--- src/rtl/core_mmio_bridge_pkg.sv ---
// Shared decode constants, STATUS layout and the select enum for core_mmio_bridge.
package core_mmio_pkg;

  localparam logic [3:0] OFS_TX     = 4'h0;
  localparam logic [3:0] OFS_RX     = 4'h4;
  localparam logic [3:0] OFS_STATUS = 4'h8;

  localparam int ST_TX_FULL    = 0;
  localparam int ST_TX_EMPTY   = 1;
  localparam int ST_RX_NE      = 2;
  localparam int ST_TX_CNT_LSB = 8;
  localparam int ST_RX_CNT_LSB = 16;
  localparam int ST_CNT_W      = 8;

  typedef enum logic [2:0] {
    SEL_MEM,
    SEL_TX,
    SEL_RX,
    SEL_STATUS,
    SEL_NONE
  } sel_e;

  // Unaligned offsets and 0xC fall through to SEL_NONE: read 0, write dropped.
  function automatic sel_e mmio_decode(input logic hit, input logic [3:0] ofs);
    if (!hit) return SEL_MEM;
    case (ofs)
      OFS_TX:     return SEL_TX;
      OFS_RX:     return SEL_RX;
      OFS_STATUS: return SEL_STATUS;
      default:    return SEL_NONE;
    endcase
  endfunction

endpackage

--- src/rtl/core_mmio_bridge_if.sv ---
// Core load/store port, dmem port and TX/RX byte streams of core_mmio_bridge.
interface core_mmio_bridge_if #(
  parameter int DATA_W = 32,
  parameter int ADDR_W = 32
);
  logic              mem_write;
  logic              mem_read;
  logic [ADDR_W-1:0] addr;
  logic [DATA_W-1:0] write_data;
  logic [DATA_W-1:0] read_data;
  logic              stall;
  logic              dmem_we;
  logic [ADDR_W-1:0] dmem_addr;
  logic [DATA_W-1:0] dmem_wdata;
  logic [DATA_W-1:0] dmem_rdata;
  logic [7:0]        tx_data;
  logic              tx_valid;
  logic              tx_ready;
  logic [7:0]        rx_data;
  logic              rx_valid;
  logic              rx_ready;

  modport master (
    output mem_write, mem_read, addr, write_data, dmem_rdata, tx_ready, rx_data, rx_valid,
    input  read_data, stall, dmem_we, dmem_addr, dmem_wdata, tx_data, tx_valid, rx_ready
  );

  modport slave (
    input  mem_write, mem_read, addr, write_data, dmem_rdata, tx_ready, rx_data, rx_valid,
    output read_data, stall, dmem_we, dmem_addr, dmem_wdata, tx_data, tx_valid, rx_ready
  );
endinterface

--- src/rtl/core_mmio_bridge_byte_fifo.sv ---
// byte_fifo: power-of-two deep byte queue with occupancy count; dout reads 0 when empty.
module byte_fifo #(
  parameter int DEPTH = 16
) (
  input  logic                     clk,
  input  logic                     rst,
  input  logic                     push,
  input  logic                     pop,
  input  logic [7:0]               din,
  output logic [7:0]               dout,
  output logic                     full,
  output logic                     empty,
  output logic [$clog2(DEPTH):0]   count
);
  localparam int AW = $clog2(DEPTH);
  localparam int CW = AW + 1;

  logic [7:0]    r_mem [DEPTH];
  logic [AW-1:0] r_wr;
  logic [AW-1:0] r_rd;
  logic [CW-1:0] r_cnt;
  logic          w_push;
  logic          w_pop;

  assign full   = (r_cnt == CW'(DEPTH));
  assign empty  = (r_cnt == '0);
  assign count  = r_cnt;
  assign w_push = push & ~full;
  assign w_pop  = pop & ~empty;
  // Masking keeps dout at 0 after reset without clearing the storage array.
  assign dout   = empty ? 8'h00 : r_mem[r_rd];

  always_ff @(posedge clk) begin
    if (w_push) r_mem[r_wr] <= din;
  end

  // Pointers are AW bits wide, so they wrap modulo DEPTH on their own.
  always_ff @(posedge clk or posedge rst) begin
    if (rst) begin
      r_wr  <= '0;
      r_rd  <= '0;
      r_cnt <= '0;
    end else begin
      if (w_push) r_wr <= r_wr + AW'(1);
      if (w_pop)  r_rd <= r_rd + AW'(1);
      case ({w_push, w_pop})
        2'b10:   r_cnt <= r_cnt + CW'(1);
        2'b01:   r_cnt <= r_cnt - CW'(1);
        default: r_cnt <= r_cnt;
      endcase
    end
  end
endmodule

--- src/rtl/core_mmio_bridge.sv ---
// Core<->dmem bridge with a 16-byte MMIO window: TX FIFO, RX FIFO and STATUS.
// Build option MMIO_RX_EN: when defined, the RX FIFO, rx_* handshake and RX load stall exist.
module core_mmio_bridge
  import core_mmio_pkg::*;
#(
  parameter int                DATA_W    = 32,
  parameter int                ADDR_W    = 32,
  parameter int                TX_DEPTH  = 16,
  parameter int                RX_DEPTH  = 16,
  parameter logic [ADDR_W-1:0] MMIO_BASE = 32'hFFFF_0000
) (
  input logic               clk,
  input logic               rst,
  core_mmio_bridge_if.slave bus
);
  localparam int TX_CW = $clog2(TX_DEPTH) + 1;
  localparam int RX_CW = $clog2(RX_DEPTH) + 1;

  logic              w_hit;
  sel_e              w_sel;
  logic              w_store;
  logic              w_load;
  logic [DATA_W-1:0] w_status;
  logic [DATA_W-1:0] w_rdata;

  logic              w_tx_push;
  logic              w_tx_pop;
  logic              w_tx_full;
  logic              w_tx_empty;
  logic [7:0]        w_tx_dout;
  logic [TX_CW-1:0]  w_tx_cnt;
  logic              w_tx_stall;

  logic              w_rx_full;
  logic              w_rx_empty;
  logic [7:0]        w_rx_dout;
  logic [RX_CW-1:0]  w_rx_cnt;
  logic              w_rx_stall;

  assign w_hit   = (bus.addr[ADDR_W-1:4] == MMIO_BASE[ADDR_W-1:4]);
  assign w_sel   = mmio_decode(w_hit, bus.addr[3:0]);
  // A simultaneous read and write strobe is a store.
  assign w_store = bus.mem_write;
  assign w_load  = bus.mem_read & ~bus.mem_write;

  assign bus.dmem_we    = (w_sel == SEL_MEM) & bus.mem_write;
  assign bus.dmem_addr  = bus.addr;
  assign bus.dmem_wdata = bus.write_data;

  // Full is judged on registered state, so a same-cycle pop does not unblock the store.
  assign w_tx_stall = (w_sel == SEL_TX) & w_store & w_tx_full;
  assign w_tx_push  = (w_sel == SEL_TX) & w_store & ~w_tx_full;
  assign w_tx_pop   = bus.tx_ready & ~w_tx_empty;

  byte_fifo #(.DEPTH(TX_DEPTH)) u_tx_fifo (
    .clk   (clk),
    .rst   (rst),
    .push  (w_tx_push),
    .pop   (w_tx_pop),
    .din   (bus.write_data[7:0]),
    .dout  (w_tx_dout),
    .full  (w_tx_full),
    .empty (w_tx_empty),
    .count (w_tx_cnt)
  );

  assign bus.tx_valid = ~w_tx_empty;
  assign bus.tx_data  = w_tx_dout;

`ifdef MMIO_RX_EN
  logic w_rx_push;
  logic w_rx_pop;

  assign w_rx_push    = bus.rx_valid & ~w_rx_full;
  assign w_rx_pop     = (w_sel == SEL_RX) & w_load & ~w_rx_empty;
  assign w_rx_stall   = (w_sel == SEL_RX) & w_load & w_rx_empty;
  assign bus.rx_ready = ~w_rx_full;

  byte_fifo #(.DEPTH(RX_DEPTH)) u_rx_fifo (
    .clk   (clk),
    .rst   (rst),
    .push  (w_rx_push),
    .pop   (w_rx_pop),
    .din   (bus.rx_data),
    .dout  (w_rx_dout),
    .full  (w_rx_full),
    .empty (w_rx_empty),
    .count (w_rx_cnt)
  );
`else
  // No RX path: the queue looks permanently empty and RX loads never stall.
  assign w_rx_full    = 1'b0;
  assign w_rx_empty   = 1'b1;
  assign w_rx_dout    = 8'h00;
  assign w_rx_cnt     = '0;
  assign w_rx_stall   = 1'b0;
  assign bus.rx_ready = 1'b0;
`endif

  assign bus.stall = w_tx_stall | w_rx_stall;

  always_comb begin
    w_status                                = '0;
    w_status[ST_TX_FULL]                    = w_tx_full;
    w_status[ST_TX_EMPTY]                   = w_tx_empty;
    w_status[ST_RX_NE]                      = ~w_rx_empty;
    w_status[ST_TX_CNT_LSB +: ST_CNT_W]     = ST_CNT_W'(w_tx_cnt);
    w_status[ST_RX_CNT_LSB +: ST_CNT_W]     = ST_CNT_W'(w_rx_cnt);
  end

  always_comb begin
    w_rdata = '0;
    case (w_sel)
      SEL_MEM:    w_rdata = bus.dmem_rdata;
      SEL_RX:     if (w_load && !w_rx_empty) w_rdata[7:0] = w_rx_dout;
      SEL_STATUS: w_rdata = w_status;
      default:    w_rdata = '0;
    endcase
  end

  assign bus.read_data = w_rdata;
endmodule

--- src/flat_wrapper.sv ---
// flat-port wrapper written by rule: the top's interface ports become plain ports
module core_mmio_bridge_flat import core_mmio_pkg::*;
#(
  parameter int                DATA_W    = 32,
  parameter int                ADDR_W    = 32,
  parameter int                TX_DEPTH  = 16,
  parameter int                RX_DEPTH  = 16,
  parameter logic [ADDR_W-1:0] MMIO_BASE = 32'hFFFF_0000
)
  (clk, rst, bus_mem_write, bus_mem_read, bus_addr, bus_write_data, bus_dmem_rdata, bus_tx_ready, bus_rx_data, bus_rx_valid, bus_read_data, bus_stall, bus_dmem_we, bus_dmem_addr, bus_dmem_wdata, bus_tx_data, bus_tx_valid, bus_rx_ready);
  core_mmio_bridge_if #(.DATA_W(DATA_W), .ADDR_W(ADDR_W)) bus_i ();
  input logic clk;
  input logic rst;
  input wire logic [$bits(bus_i.mem_write)-1:0] bus_mem_write;
  input wire logic [$bits(bus_i.mem_read)-1:0] bus_mem_read;
  input wire logic [$bits(bus_i.addr)-1:0] bus_addr;
  input wire logic [$bits(bus_i.write_data)-1:0] bus_write_data;
  input wire logic [$bits(bus_i.dmem_rdata)-1:0] bus_dmem_rdata;
  input wire logic [$bits(bus_i.tx_ready)-1:0] bus_tx_ready;
  input wire logic [$bits(bus_i.rx_data)-1:0] bus_rx_data;
  input wire logic [$bits(bus_i.rx_valid)-1:0] bus_rx_valid;
  output wire logic [$bits(bus_i.read_data)-1:0] bus_read_data;
  output wire logic [$bits(bus_i.stall)-1:0] bus_stall;
  output wire logic [$bits(bus_i.dmem_we)-1:0] bus_dmem_we;
  output wire logic [$bits(bus_i.dmem_addr)-1:0] bus_dmem_addr;
  output wire logic [$bits(bus_i.dmem_wdata)-1:0] bus_dmem_wdata;
  output wire logic [$bits(bus_i.tx_data)-1:0] bus_tx_data;
  output wire logic [$bits(bus_i.tx_valid)-1:0] bus_tx_valid;
  output wire logic [$bits(bus_i.rx_ready)-1:0] bus_rx_ready;
  assign bus_i.mem_write = bus_mem_write;
  assign bus_i.mem_read = bus_mem_read;
  assign bus_i.addr = bus_addr;
  assign bus_i.write_data = bus_write_data;
  assign bus_i.dmem_rdata = bus_dmem_rdata;
  assign bus_i.tx_ready = bus_tx_ready;
  assign bus_i.rx_data = bus_rx_data;
  assign bus_i.rx_valid = bus_rx_valid;
  assign bus_read_data = bus_i.read_data;
  assign bus_stall = bus_i.stall;
  assign bus_dmem_we = bus_i.dmem_we;
  assign bus_dmem_addr = bus_i.dmem_addr;
  assign bus_dmem_wdata = bus_i.dmem_wdata;
  assign bus_tx_data = bus_i.tx_data;
  assign bus_tx_valid = bus_i.tx_valid;
  assign bus_rx_ready = bus_i.rx_ready;
  core_mmio_bridge #(.DATA_W(DATA_W), .ADDR_W(ADDR_W), .TX_DEPTH(TX_DEPTH), .RX_DEPTH(RX_DEPTH), .MMIO_BASE(MMIO_BASE)) u_core (.clk(clk), .rst(rst), .bus(bus_i));
endmodule
--- config.mk ---
export PLATFORM = sky130hd
export DESIGN_NAME = core_mmio_bridge_flat
export DESIGN_NICKNAME = d
export VERILOG_FILES = /design/src/rtl/core_mmio_bridge_pkg.sv /design/src/rtl/core_mmio_bridge_if.sv /design/src/rtl/core_mmio_bridge_byte_fifo.sv /design/src/rtl/core_mmio_bridge.sv /design/src/flat_wrapper.sv
export SDC_FILE = /design/constraint.sdc
export NUM_CORES = 1
export LEC_CHECK = 0
export ABC_AREA = 1
export BUFFER_PORTS_ARGS = -buffer_cell sky130_fd_sc_hd__buf_2
export CAP_MARGIN = 5
export CORE_ASPECT_RATIO = 0.7
export CORE_MARGIN = 10
export CORE_UTILIZATION = 35
export DETAILED_ROUTE_END_ITERATION = 10
export PLACE_DENSITY_LB_ADDON = 0.25
export SLEW_MARGIN = 5
export SYNTH_ARGS = -nofsm -noshare
export SYNTH_HDL_FRONTEND = slang
export SYNTH_SLANG_ARGS = --single-unit
--- constraint.sdc ---
create_clock -name clk -period 2.41 [get_ports clk]
set_clock_uncertainty 0.05 [all_clocks]
set_input_delay 0.1205 -clock clk [delete_from_list [all_inputs] [get_ports clk]]
set_output_delay 0.1205 -clock clk [all_outputs]
set_load 0.03 [all_outputs]
==> results of run 1 <==
==> worst max-delay path, cell delays in order (launching register included) <==
cell and delay (ns):
dfrtp_2 0.43, inv_2 0.10, buf_8 0.20, nand2_1 0.07, nand3_1 0.08, nand3_1 0.10, nand2_1 0.19, nand2_1 0.08
a21oi_1 0.18, buf_2 0.23
==> power by group through the flow <==
| stage | Sequential (mW) | Clock [mW] | Combinational (mW) |
|---|---|---|---|
| after floorplan | 2.87 | 0 | 2.35 |
| after global placement | 2.89 | 0 | 3.26 |
| after detailed placement | 2.89 | 0 | 3.27 |
| after CTS | 2.84 | 2.64 | 3.29 |
| after global routing | 2.85 | 2.74 | 3.68 |
| final | 2.84 | 2.61 | 3.31 |
==> layer usage <==
| layer | GRT usage (%) | wire length, um |
|---|---|---|
| met1 | 18.26 | 8522 |
| met2 | 22.30 | 8810 |
| met3 | 2.688 | 830 |
| met4 | 3.499 | 139 |
| met5 | 0 | 0 |
==> per-stage QoR <==
stage | setup WS, ns | std cells
after floorplan | 0.009980 | 705
after global placement | 0.06644 | 1076
after detailed placement | 0.04810 | 1076
after CTS | 0.01959 | 1110
after global routing | 0.002589 | 1112
final | 0.1507 | 1112
==> cell type report <==
| cell class | instances | area (um^2) | share of cell area (%) |
|---|---|---|---|
| sequential | 141 | 4170 | 49.50 |
| inverter | 52 | 202.7 | 2.406 |
| timing repair buffer | 198 | 1124 | 13.34 |
| multi-input combinational | 419 | 2004 | 23.79 |
| clock inverter | 14 | 157.7 | 1.871 |
| clock buffer | 18 | 429.2 | 5.094 |
| tap | 270 | 337.8 | 4.010 |
==> cells in the final DEF, fill, tap and decap left out, types with 2 or more instances in the layout <==
master	synthesis	layout
nand2_1	183	182
buf_2	13	158
edfxtp_1	128	128
nor2_1	72	71
nand3_1	70	69
inv_1	48	47
buf_4	73	35
a21oi_1	24	24
o21ai_0	20	20
clkbuf_16	0	17
dfrtp_1	13	12
o31ai_1	8	8
xor2_1	7	7
ha_1	8	6
inv_6	0	6
nor2_2	4	5
nand2_4	5	5
nor3_1	4	4
inv_4	0	3
nand4_1	3	3
clkinvlp_4	0	3
nor2_4	2	2
nand2_2	1	2
xnor2_1	2	2
clkinv_4	0	2
bufinv_16	0	2
dlygate4sd3_1	0	2
buf_8	0	2
==> final timing paths <==
kind                                                        from                                 endpoint  slack, ns  depth (start not counted)
max                         u_core.u_tx_fifo.r_rd[0]$_DFFE_PP0P_                           bus_tx_data[1]       0.15                          9
min                                            bus_write_data[4]  u_core.u_tx_fifo.r_mem[14][4]$_DFFE_PP_       0.05                          1
max in group asynchronous                                    rst     u_core.u_tx_fifo.r_rd[0]$_DFFE_PP0P_       1.65                          3
max reg2reg                u_core.u_tx_fifo.count[0]$_DFFE_PP0P_    u_core.u_tx_fifo.count[4]$_DFFE_PP0P_       0.22                         19
min in group asynchronous                                    rst    u_core.u_tx_fifo.count[4]$_DFFE_PP0P_       0.26                          3
min reg2reg                 u_core.u_tx_fifo.r_wr[2]$_DFFE_PP0P_     u_core.u_tx_fifo.r_wr[2]$_DFFE_PP0P_       0.50                          2
==> sequential cells by signal, indices dropped and copies added, names as in the netlist <==
signal and cells:
u_core.u_tx_fifo.r_mem 128, u_core.u_tx_fifo.r_rd 4, u_core.u_tx_fifo.r_wr 4, u_core.u_tx_fifo.count 5
==> repair_timing <==
action,4_1_cts,5_1_grt
hold endpoints to repair,14,0
setup endpoints to repair,0,7
resized for setup,0,8
buffers inserted,0,2
hold buffers,2,0
==> cells by family (layout without fill, tap and decap cells) <==
| kind of cell | after synthesis | in the layout | share of synthesized area, % |
|---|---|---|---|
| and+or+nand+nor | 346 | 346 | 21.41 |
| other | 1 | 1 | 0.05373 |
| adders and majority gates | 8 | 8 | 1.434 |
| xor gates and xnor gates | 9 | 9 | 1.130 |
| AOI/OAI and AO/OA | 55 | 55 | 4.285 |
| DFF | 141 | 141 | 59.73 |
| buffers and inverters | 145 | 282 | 11.96 |
==> run_results.csv, run 1 <==
group,metric,value,unit
sta,min_period_over_period,93.75,%
global_route,grt_usage,13.70,%
yosys,yosysUniqueCellTypes,29,
pwr,p_comb_share,37.8,%
drt,via_per_inst,4.504,
critical_path,crit_arrival,2.09,ns
die,core_area,19690,um^2
clock_tree,cts_max_level,4,
clock_tree,cts_buffers,17,
clock_tree,clk_latency,0.41,ns
yosys,synth.avg_cell_area,9.900,um^2
placed_design,io_buffers,158,
layout,finish.instance_area,8426,um^2
sta,fmax,442.6,MHz
pwr,ir_drop,0.0005741,V
yosys,ys_async_sr_fraction,9.220,%
global_route,grt_max_degree,42,
die,die-area,26080,um^2
drt,wl_per_cell,16.46,um
yosys,syn-num-nets,823,
drt,wl,18.30,mm
critical_path,cp_max_fo,25,
sta,rsz0062_at_grt,"no",
global_route,gr-total-overflow,0,
placed_design,dp_hpwl,12.63,mm
layout,n_fill_cell,1953,
sta,fin_setup_tns,0,ns
die,row_count,43,
clock_tree,cts_tree,"built",
yosys,synthTopCellsByCount,"183 x nand2_1, 128 x edfxtp_1, 73 x buf_4",
yosys,ys_seq_elements,141,
drt,antenna_left,0,
placed_design,place_area,7780,um^2
yosys,yosysTopAreaCell,"edfxtp_1",
layout,syn_to_final_growth,20.72,%
pwr,clkPwrFrac,29.8,%
sta,final_max_slew_viol_count,0,
sta,tightest_slew,0.5521,ns
pwr,powerDensity,1040,nW/um^2
sta,layout_min_cycle_time,2.259,ns
pwr,p_int,5.328,mW
drt,drc,0,
yosys,synth_enable_flop_cells,128,
pwr,p_leak,3.674,nW
layout,antenna_cells,0,
placed_design,gp_congestion,0.8156,
clock_tree,root_buffer,"clkbuf_16",
yosys,netlist_instances,705,
sta,whs,0.05360,ns
sta,relSlewSlack,63.16,%
yosys,synth_seq_area_share,59.73,%
critical_path,start_kind,"flip-flop",
die,die_w,188.8,um
yosys,yosys-top-cells-area,"edfxtp_1 55%, nand2_1 9.8%, buf_4 7.9%",
pwr,switching_share,39.17,%
yosys,synth_most_common_cell,"nand2_1",
yosys,synthFlopType,"edfxtp_1",
clock_tree,cts.path.max_buffers,2,
drt,vias,5008,
sta,finalSetupViolations,0,
yosys,synth_top_area_share,55.07,%
layout,layout.nets,947,
critical_path,cp.required,2.24,ns
clock_tree,clkTransAtPathRegs,0.07,ns
outcome,status,"finished clean",
drt,drtIter0Drc,397,
global_route,grt_first_pass_wirelength,27.95,mm
layout,layout-drive-gt1-share,29.93,%
job,maxCapViolations,0,
critical_path,worstSetupEndpointType,"output port",
die,io_pins,218,
sta,hold_viol,0,
drt,drt-pass1-iter-count,4,
yosys,synth-warning-count,0,
global_route,grt_pass1_vias,4922,
pwr,total_power,8.759,mW
die,initial_utilization,35.44,%
global_route,antenna_found_initial,0,
yosys,netlist_area,6979,um^2
critical_path,critPathKind,"flip-flop to output port",
clock_tree,cts_sinks,141,
pwr,p_sw,3.431,mW
pwr,sequentialPowerShare,32.4,%
layout,fin_util,42.79,%
min_path,hold_path.class,"primary input to flip-flop",
die,die_y,138.1,um
Power figures use the tool's default switching activity.
==> run 2: changes to the inputs <==
==> constraint.sdc (replaced) <==
create_clock -name clk -period 2.41 [get_ports clk]
set_clock_uncertainty 0.05 [all_clocks]
set_input_delay 0.1205 -clock clk [delete_from_list [all_inputs] [get_ports clk]]
set_output_delay 0.1205 -clock clk [all_outputs]
set_load 0.1 [all_outputs]
==> run_results.csv, run 2 (same netlist as run 1, synthesis figures left out) <==
group,metric,value,unit
layout,largest_reg_flops,128,
layout,layout-drive-gt1-share,30.88,%
pwr,powerDensity,1215,nW/um^2
sta,rsz0062_at_grt,"yes",
drt,vias,5098,
layout,antenna_cells,0,
min_path,hold_path.class,"primary input to flip-flop",
sta,relSlewSlack,62.73,%
critical_path,critPathKind,"flip-flop to output port",
die,io_pins,218,
pwr,total_power,10.58,mW
sta,setup_ws,0.1051,ns
sta,min_period_over_period,95.64,%
sta,fin_setup_tns,0,ns
pwr,ir_drop,0.0005662,V
die,die-area,26080,um^2
critical_path,cp_slowest_cell,"dfrtp_2",
layout,syn_to_final_growth,24.79,%
pwr,sequentialPowerShare,27.0,%
die,die_y,138.1,um
critical_path,rr_startpoint,"u_core.u_tx_fifo.count[3]$_DFFE_PP0P_",
placed_design,gp_congestion,0.7803,
critical_path,slowest_delay,0.46,ns
drt,drc,0,
layout,top_register,"u_core.u_tx_fifo.r_mem",
clock_tree,cts_tree,"built",
drt,wl_met2,8.507,mm
layout,finish.instance_area,8710,um^2
critical_path,regToRegEndpoint,"u_core.u_tx_fifo.count[4]$_DFFE_PP0P_",
critical_path,reg2regPathDepth,19,
die,core_area,19690,um^2
drt,antenna_left,0,
critical_path,cp_max_fo,12,
global_route,grt_usage,14.23,%
die,die_w,188.8,um
sta,tightest_slew,0.5584,ns
drt,via_per_inst,4.585,
placed_design,pre_cts_slack,-0.03950,ns
critical_path,crit_arrival,2.13,ns
die,initial_utilization,35.44,%
layout,final_common_cell,"nand2_1",
pwr,p_sw,4.778,mW
critical_path,crit_path_cell_trace,"inv_4, buf_4, nand2_1, nand3_1, nand2_1, a21oi_1, o31ai_1, a21oi_2, buf_12",
pwr,clkPwrFrac,23.0,%
critical_path,worstSetupEndpointType,"output port",
critical_path,path_buf_inv,3,
layout,layout.nets,948,
clock_tree,cts.path.max_buffers,2,
global_route,antenna_found_initial,0,
drt,drtIter0Drc,398,
placed_design,dp_hpwl,13.03,mm
critical_path,critPathTopFamily,"buffers and inverters",
placed_design,place_area,8058,um^2
layout,final_cells,1112,
clock_tree,cts_max_level,4,
clock_tree,clkTransAtPathRegs,0.06,ns
global_route,gr-total-overflow,0,
drt,met1_length,9.326,mm
sta,layout_min_cycle_time,2.305,ns
critical_path,setup.worst_path.end,"bus_tx_data[3]",
critical_path,crit_cells,9,
drt,dr.max_layer_used,"met4",
critical_path,critPathMostFrequentCell,"nand2_1",
placed_design,dp.cells,1075,
job,maxCapViolations,0,
global_route,grt_first_pass_wirelength,28.88,mm
critical_path,cp.required,2.24,ns
drt,drt-pass1-iter-count,5,
critical_path,r2r_slack,0.18,ns
clock_tree,clk_latency,0.42,ns
outcome,status,"finished clean",
sta,fmax,433.8,MHz
critical_path,crit_start,"u_core.u_tx_fifo.r_rd[0]$_DFFE_PP0P_",
drt,wl,18.96,mm
sta,final_max_slew_viol_count,0,
global_route,grt_max_degree,55,
sta,hold_viol,0,
die,row_count,43,
drt,route.met3.wl,924,um
pwr,p_comb_share,50.0,%
min_path,whs_path_depth,1,
drt,wl_per_cell,17.05,um
placed_design,io_buffers,158,
clock_tree,cts_sinks,141,
clock_tree,cts_buffers,17,
sta,finalSetupViolations,0,
pwr,p_int,5.804,mW
clock_tree,root_buffer,"clkbuf_16",
pwr,p_leak,3.764,nW
layout,mostFrequentLayoutCells,"182 x nand2_1, 143 x buf_2, 128 x edfxtp_1",
critical_path,start_kind,"flip-flop",
global_route,grt_pass1_vias,4891,
pwr,switching_share,45.15,%
[run 2: cell type report]
type	count	area, um^2
Multi-Input combinational cell	419	2034
Fill cell	1868	10980
Clock inverter	14	123.9
Tap cell	270	337.8
Timing Repair Buffer	199	1408
Sequential cell	141	4170
Clock buffer	17	425.4
Inverter	52	210.2
[run 2: repair_timing]
item                       4_1_cts  5_1_grt
buffers inserted                 0        1
gates resized for setup          0        7
hold buffers                     3        0
hold endpoints to repair        15        0
setup endpoints to repair        0        8
[run 2: power groups by stage]
stage	sequential (mW)	combinational (mW)	clock, mW
final	2.86	5.29	2.43
after detailed placement	2.90	5.16	0
after global placement	2.89	5.15	0
after global routing	2.87	5.65	2.55
after CTS	2.85	5.18	2.46
after floorplan	2.87	3.74	0
[run 2: worst min-delay path by stage]
| stage | to | start | slack (ns) |
|---|---|---|---|
| final | u_core.u_tx_fifo.r_mem[1][5]$_DFFE_PP_ | bus_write_data[5] | 0.07 |
| after floorplan | u_core.u_tx_fifo.count[0]$_DFFE_PP0P_ | rst | -0.05 |
| after global placement | u_core.u_tx_fifo.count[1]$_DFFE_PP0P_ | rst | 0.15 |
| after global routing | u_core.u_tx_fifo.r_mem[0][2]$_DFFE_PP_ | bus_write_data[2] | 0.07 |
| after CTS | u_core.u_tx_fifo.r_mem[0][2]$_DFFE_PP_ | bus_write_data[2] | 0.06 |
| after detailed placement | u_core.u_tx_fifo.count[1]$_DFFE_PP0P_ | rst | 0.15 |
[run 2: through the flow]
stage               util [%]  hold slack [ns]
floorplan                  -         -0.05254
global placement       40.92           0.1477
detailed placement     40.92           0.1521
CTS                    43.86          0.05909
global route           44.23          0.06677
finish                 44.23          0.06673
[run 2: routing by layer]
| layer | GRT usage (%) | vias up |
|---|---|---|
| li1 | - | 2532 |
| met1 | 20.77 | 2414 |
| met2 | 21.12 | 133 |
| met4 | 4.165 | 0 |
| met3 | 2.286 | 19 |
| met5 | 0 | - |
